**src/rtl/sigan_mc_if.sv**
```systemverilog
// Probe bus for sigan_mc: gate qualifiers and probe data in, window signatures and status out.
interface sigan_mc_if #(
    parameter int WIDTH    = 16,
    parameter int CHANNELS = 1
);
    logic                      start;
    logic                      stop;
    logic [CHANNELS-1:0]       data;
    logic                      single;
    logic                      arm;
    logic [CHANNELS*WIDTH-1:0] signature;
    logic                      sig_valid;
    logic                      gate;
    logic [31:0]               count;
    logic [CHANNELS-1:0]       unstable;

    modport master (
        output start, stop, data, single, arm,
        input  signature, sig_valid, gate, count, unstable
    );

    modport slave (
        input  start, stop, data, single, arm,
        output signature, sig_valid, gate, count, unstable
    );
endinterface

```
**src/rtl/sigan_mc.sv**
```systemverilog
// Multi-channel signature analyser: per-channel LFSR compaction over a start/stop gated window.
// Optional feature macro: SIGAN_UNSTABLE_EN (per-channel signature-changed flags).
module sigan_mc #(
    parameter int               WIDTH       = 16,
    parameter int               CHANNELS    = 1,
    parameter logic [WIDTH-1:0] POLY        = 16'h8940,
    parameter bit               START_LEVEL = 1'b0,
    parameter bit               STOP_LEVEL  = 1'b0
) (
    input  logic       clock,
    input  logic       reset_l,
    sigan_mc_if.slave  bus
);

    typedef enum logic [1:0] {
        ST_IDLE    = 2'd0,
        ST_WAIT    = 2'd1,
        ST_MEASURE = 2'd2
    } state_t;

    state_t                          r_state;
    logic                            r_boot;
    logic                            r_start_q;
    logic                            r_stop_q;
    logic [CHANNELS-1:0][WIDTH-1:0]  r_lfsr;
    logic [31:0]                     r_counter;
    logic [CHANNELS-1:0][WIDTH-1:0]  r_signature;
    logic [31:0]                     r_count;
    logic                            r_sig_valid;
    logic                            r_gate;

    state_t                          w_cur_state;
    state_t                          w_next_state;
    logic                            w_start_ev;
    logic                            w_stop_ev;
    logic                            w_load;
    logic                            w_shift;
    logic                            w_done;
    logic [CHANNELS-1:0][WIDTH-1:0]  w_lfsr_next;
    logic [31:0]                     w_counter_next;

    // The post-reset state depends on single, so it is resolved at the first edge after reset.
    assign w_cur_state = r_boot ? (bus.single ? ST_IDLE : ST_WAIT) : r_state;
    assign w_start_ev  = START_LEVEL ? bus.start : (bus.start & ~r_start_q);
    assign w_stop_ev   = STOP_LEVEL  ? bus.stop  : (bus.stop  & ~r_stop_q);

    // NOTE: sequential state uses non-blocking assignments so every register samples pre-edge values.
    always_ff @(posedge clock or negedge reset_l) begin
        if (!reset_l) begin
            r_state <= ST_WAIT;
            r_boot  <= 1'b1;
        end else begin
            r_state <= w_next_state;
            r_boot  <= 1'b0;
        end
    end

    // NOTE: every always_comb output gets a default first so no path infers a latch.
    always_comb begin
        w_next_state = w_cur_state;
        w_load       = 1'b0;
        w_shift      = 1'b0;
        w_done       = 1'b0;
        unique case (w_cur_state)
            ST_IDLE: begin
                if (bus.arm) w_next_state = ST_WAIT;
            end
            ST_WAIT: begin
                if (w_start_ev) begin
                    w_load = 1'b1;
                    if (w_stop_ev) w_done = 1'b1;
                    else           w_next_state = ST_MEASURE;
                end
            end
            ST_MEASURE: begin
                w_shift = 1'b1;
                if (w_stop_ev) w_done = 1'b1;
            end
            default: w_next_state = ST_WAIT;
        endcase
        if (w_done) w_next_state = bus.single ? ST_IDLE : ST_WAIT;
    end

    // Loading from the zero state reduces one shift to just the data bit in bit 0.
    always_comb begin
        w_lfsr_next = r_lfsr;
        for (int n = 0; n < CHANNELS; n++) begin
            if (w_load)
                w_lfsr_next[n] = {{(WIDTH-1){1'b0}}, bus.data[n]};
            else
                w_lfsr_next[n] = {r_lfsr[n][WIDTH-2:0], bus.data[n] ^ (^(r_lfsr[n] & POLY))};
        end
        if (w_load)          w_counter_next = 32'd1;
        else if (&r_counter) w_counter_next = r_counter;
        else                 w_counter_next = r_counter + 32'd1;
    end

    always_ff @(posedge clock or negedge reset_l) begin
        if (!reset_l) begin
            r_start_q   <= 1'b1;
            r_stop_q    <= 1'b1;
            r_lfsr      <= '0;
            r_counter   <= '0;
            r_signature <= '0;
            r_count     <= '0;
            r_sig_valid <= 1'b0;
            r_gate      <= 1'b0;
        end else begin
            r_start_q   <= bus.start;
            r_stop_q    <= bus.stop;
            if (w_load || w_shift) begin
                r_lfsr    <= w_lfsr_next;
                r_counter <= w_counter_next;
            end
            if (w_done) begin
                r_signature <= w_lfsr_next;
                r_count     <= w_counter_next;
            end
            r_sig_valid <= w_done;
            r_gate      <= (w_next_state == ST_MEASURE);
        end
    end

    assign bus.signature = r_signature;
    assign bus.count     = r_count;
    assign bus.sig_valid = r_sig_valid;
    assign bus.gate      = r_gate;

`ifdef SIGAN_UNSTABLE_EN
    logic                r_have_sig;
    logic [CHANNELS-1:0] r_unstable;

    // The first window after reset has nothing to compare against, so it never flags.
    always_ff @(posedge clock or negedge reset_l) begin
        if (!reset_l) begin
            r_have_sig <= 1'b0;
            r_unstable <= '0;
        end else if (w_done) begin
            r_have_sig <= 1'b1;
            for (int n = 0; n < CHANNELS; n++)
                r_unstable[n] <= r_have_sig && (w_lfsr_next[n] != r_signature[n]);
        end
    end

    assign bus.unstable = r_unstable;
`else
    assign bus.unstable = '0;
`endif

endmodule

```
**src/flat_wrapper.sv**
```systemverilog
// flat-port wrapper written by rule: the top's interface ports become plain ports
module sigan_mc_flat 
#(
    parameter int               WIDTH       = 16,
    parameter int               CHANNELS    = 1,
    parameter logic [WIDTH-1:0] POLY        = 16'h8940,
    parameter bit               START_LEVEL = 1'b0,
    parameter bit               STOP_LEVEL  = 1'b0
)
  (clock, reset_l, bus_start, bus_stop, bus_data, bus_single, bus_arm, bus_signature, bus_sig_valid, bus_gate, bus_count, bus_unstable);
  sigan_mc_if #(.WIDTH(WIDTH), .CHANNELS(CHANNELS)) bus_i ();
  input  logic clock;
  input  logic reset_l;
  input wire logic [$bits(bus_i.start)-1:0] bus_start;
  input wire logic [$bits(bus_i.stop)-1:0] bus_stop;
  input wire logic [$bits(bus_i.data)-1:0] bus_data;
  input wire logic [$bits(bus_i.single)-1:0] bus_single;
  input wire logic [$bits(bus_i.arm)-1:0] bus_arm;
  output wire logic [$bits(bus_i.signature)-1:0] bus_signature;
  output wire logic [$bits(bus_i.sig_valid)-1:0] bus_sig_valid;
  output wire logic [$bits(bus_i.gate)-1:0] bus_gate;
  output wire logic [$bits(bus_i.count)-1:0] bus_count;
  output wire logic [$bits(bus_i.unstable)-1:0] bus_unstable;
  assign bus_i.start = bus_start;
  assign bus_i.stop = bus_stop;
  assign bus_i.data = bus_data;
  assign bus_i.single = bus_single;
  assign bus_i.arm = bus_arm;
  assign bus_signature = bus_i.signature;
  assign bus_sig_valid = bus_i.sig_valid;
  assign bus_gate = bus_i.gate;
  assign bus_count = bus_i.count;
  assign bus_unstable = bus_i.unstable;
  sigan_mc #(.WIDTH(WIDTH), .CHANNELS(CHANNELS), .POLY(POLY), .START_LEVEL(START_LEVEL), .STOP_LEVEL(STOP_LEVEL)) u_core (.clock(clock), .reset_l(reset_l), .bus(bus_i));
endmodule
```
**config.mk**
```make
export PLATFORM = sky130hd
export DESIGN_NAME = sigan_mc_flat
export DESIGN_NICKNAME = d
export VERILOG_FILES = /design/src/rtl/sigan_mc_if.sv /design/src/rtl/sigan_mc.sv /design/src/flat_wrapper.sv
export SDC_FILE = /design/constraint.sdc
export NUM_CORES = 1
export LEC_CHECK = 0
export CORE_UTILIZATION = 45
export DETAILED_ROUTE_END_ITERATION = 10
export PLACE_DENSITY = 0.69
export SYNTH_ARGS = -nofsm -noshare
export SYNTH_HDL_FRONTEND = slang
export SYNTH_SLANG_ARGS = --single-unit
```
**constraint.sdc**
```tcl
create_clock -name clock -period 2 [get_ports clock]
set_input_delay 0.4 -clock clock [delete_from_list [all_inputs] [get_ports clock]]
set_output_delay 0.4 -clock clock [all_outputs]
set_load 0.005 [all_outputs]
```
==> impl_metrics.json <==
{
  "holdWs_ns": 0.0208,
  "netlist.area_leader.share_pct": 47.1,
  "drc": 0,
  "cts_buffer_depth": 2,
  "place_hpwl_um": 10300,
  "portBuffers": 56,
  "core_mm2": 0.0114,
  "path_buf_inv": 0,
  "setup_viol": 0,
  "seq_area_frac_synth_pct": 49.1,
  "syn_area_mm2": 0.00526,
  "cts-root-buf": "clkbuf_16",
  "syn_area_per_cell_um2": 9.14,
  "clock-sinks": 103,
  "dp_slack_ns": -0.160,
  "rsz0062_at_grt": "yes",
  "drive_above_1_share_pct": 22.9,
  "p_leak_nw": 3.02,
  "hold_class": "in2async",
  "htreeDepth": 3,
  "rrSetupSlack_ns": 0.004,
  "critPathArrivalTime_ns": 2.28,
  "status": "finished clean",
  "synth_flop_cell": "dfrtp_1",
  "layoutNonFillerInstCount": 845,
  "cts_tree": "built",
  "ys_async_sr_fraction_pct": 100,
  "critical_path_class": "reg2reg",
  "num_vias": 5038,
  "antenna_left": 0,
  "fin_nets": 705,
  "cp.required_ns": 2.29,
  "r2r_start": "u_core.r_state[0]",
  "overflow": 0,
  "grt_max_degree": 48,
  "first_pass_iters": 5,
  "fin_ws_ns": 0.00398,
  "io_pins": 58,
  "finalCritPeriodShare_pct": 99.8,
  "yosys_warnings": 0,
  "crit_start": "u_core.r_state[0]",
  "ys_types": 60,
  "rows": 39,
  "grt_first_pass_wirelength_um": 23400,
  "antenna_found_initial": 0,
  "clk-insertion-delay-late_ns": 0.35,
  "post_drt_wl_per_cell_um": 17.2,
  "syn_inst": 576,
  "postCtsHoldBufs": 0,
  "start_util_pct": 46.1,
  "synth_top_cell_by_area": "dfrtp_1",
  "clock_skew_ns": 0.00746,
  "path_max_fanout": 7,
  "yosys_register_bits": 103,
  "worstPathCellList": "or3b_4, a211oi_4, o21ai_4, or4b_1, nand3_1",
  "first_iter_violations": 319,
  "synth_edf_count": 0,
  "startpoint_type": "flip-flop",
  "gp_congestion": 0.899,
  "synth_area_leaders": "dfrtp_1, nand2_1, a21oi_1",
  "powerDensity_mw_per_mm2": 634,
  "die_w_um": 110,
  "maxSlewViolCount": 0,
  "grt_usage_pct": 25.1,
  "max_freq_ghz": 0.501,
  "n_antenna_cell": 0,
  "fill_cells": 969,
  "hold_viol_final": 0,
  "viasPerCell": 5.96,
  "ir_worst_vdd_mv": 0.416,
  "placed_cells": 817,
  "die-area_mm2": 0.0121,
  "clkTransAtPathRegs_ns": 0.07,
  "finalSetupTns_ns": 0,
  "rr_worst_depth": 5,
  "synthToLayoutAreaGrowth_pct": 34.1,
  "die_h_um": 110,
  "cpPeakStageDelay_ns": 0.55,
  "grt_pass1_vias": 4765,
  "crit_path_end_kind": "flip-flop",
  "wl_um": 14600,
  "cp_slowest_cell": "dfstp_2",
  "regToRegEndpoint": "u_core.bus.count[30]",
  "cp_top_family": "simple AND/OR/NAND/NOR gates",
  "cts_buffers": 9,
  "max_cap_violations": 0,
  "finalCriticalPeriod_ns": 2.00
}
==> state kept, by name (all words and copies together), names as in the netlist <==
register	flops
u_core.r_counter	32
u_core.r_state	2
u_core.bus.sig_valid	1
u_core.bus.gate	1
u_core.bus.signature	16
u_core.r_boot	1
u_core.r_start_q	1
u_core.r_stop_q	1
u_core.bus.count	32
u_core.r_lfsr	16
==> power breakdown <==
group,internal [mW],total [mW],leakage (nW),switching (mW)
combinational,0.285,0.523,1.49,0.238
sequential,2.20,2.28,1.40,0.0798
clock,0.855,1.67,0.137,0.811
==> how the worst max path moves through the flow <==
stage,cells after the start,to
floorplan,5,u_core.bus.count[27]
global placement,6,u_core.bus.count[10]
global route,6,u_core.bus.signature[0]
detailed placement,6,u_core.bus.count[8]
CTS,5,u_core.bus.count[30]
finish,5,u_core.bus.count[30]
==> final cells by class <==
cell class / count / area [um^2] / share of cell area (%)
clock buffer: 10 / 229 / 3.24
timing repair buffer: 158 / 1410 / 20.0
inverter: 5 / 18.8 / 0.266
multi-input combinational: 420 / 2580 / 36.6
sequential: 103 / 2590 / 36.6
tap: 143 / 179 / 2.54
clock inverter: 6 / 45.0 / 0.638
==> synth_stat cells, types with 8 or more instances <==
library cell  count
a21oi_1          44
buf_2            12
clkbuf_1         27
dfrtp_1          99
nand2_1         110
nand3_1          44
nand4_1          12
nor2_1           22
nor3_1            8
o211ai_1          8
o21ai_0          25
o311ai_0          8
o31ai_1          17
or4_1            28
xnor2_1          13
==> per-stage QoR <==
stage | cell area, um^2 | utilization (%) | power [mW]
after floorplan | 5290 | - | 2.48
after detailed placement | 6550 | 57.4 | 2.82
final | 7060 | 61.8 | 4.47
after global placement | 6550 | 57.4 | 2.79
after global routing | 7060 | 61.8 | 4.67
after CTS | 6920 | 60.6 | 4.50
==> metal layers <==
layer  part of all wire [%]  routed length, um  GRT usage, %  vias to the layer above
met4                    2.1                309          9.12                        0
met1                     45               6550          34.5                     2469
met5                      0                  0             0                        -
met3                    4.9                713          3.88                       26
met2                     48               6980          40.3                      182
li1                       -                  -             -                     2361
==> what timing repair did <==
action	in CTS	in global routing
pin swaps	4	10
buffers inserted	5	7
setup endpoints to repair	25	56
resized for setup	10	25
==> kinds of logic after synthesis <==
kind of cell	count (synthesis)	share of synthesized area [%]
AO/OA/AOI/OAI	139	17.6
adder cells (fa/ha/maj)	1	0.238
buffers and inverters	54	4.52
multiplexers	2	0.380
AND/OR/NAND/NOR	261	25.6
other	1	0.0712
flip-flops	103	49.1
XOR/XNOR	15	2.50
==> placed cells by master, fill, tap and decap left out, drive strengths merged, types with 3 or more instances in the layout <==
| master | instances |
|---|---|
| a221o | 3 |
| and3 | 7 |
| dfrtp | 99 |
| clkdlybuf4s50 | 55 |
| o41ai | 6 |
| a31oi | 7 |
| clkbuf | 10 |
| buf | 103 |
| o31ai | 17 |
| or3 | 5 |
| dfstp | 4 |
| clkinv | 4 |
| o211ai | 8 |
| o21ai | 27 |
| nand3 | 45 |
| nor2 | 22 |
| nor3 | 8 |
| xnor2 | 13 |
| a21oi | 44 |
| nand4 | 13 |
| or4 | 29 |
| o311ai | 8 |
| and4 | 4 |
| inv | 7 |
| nand2 | 110 |
| a311oi | 3 |
| nor4 | 4 |
Power figures use the tool's default switching activity.
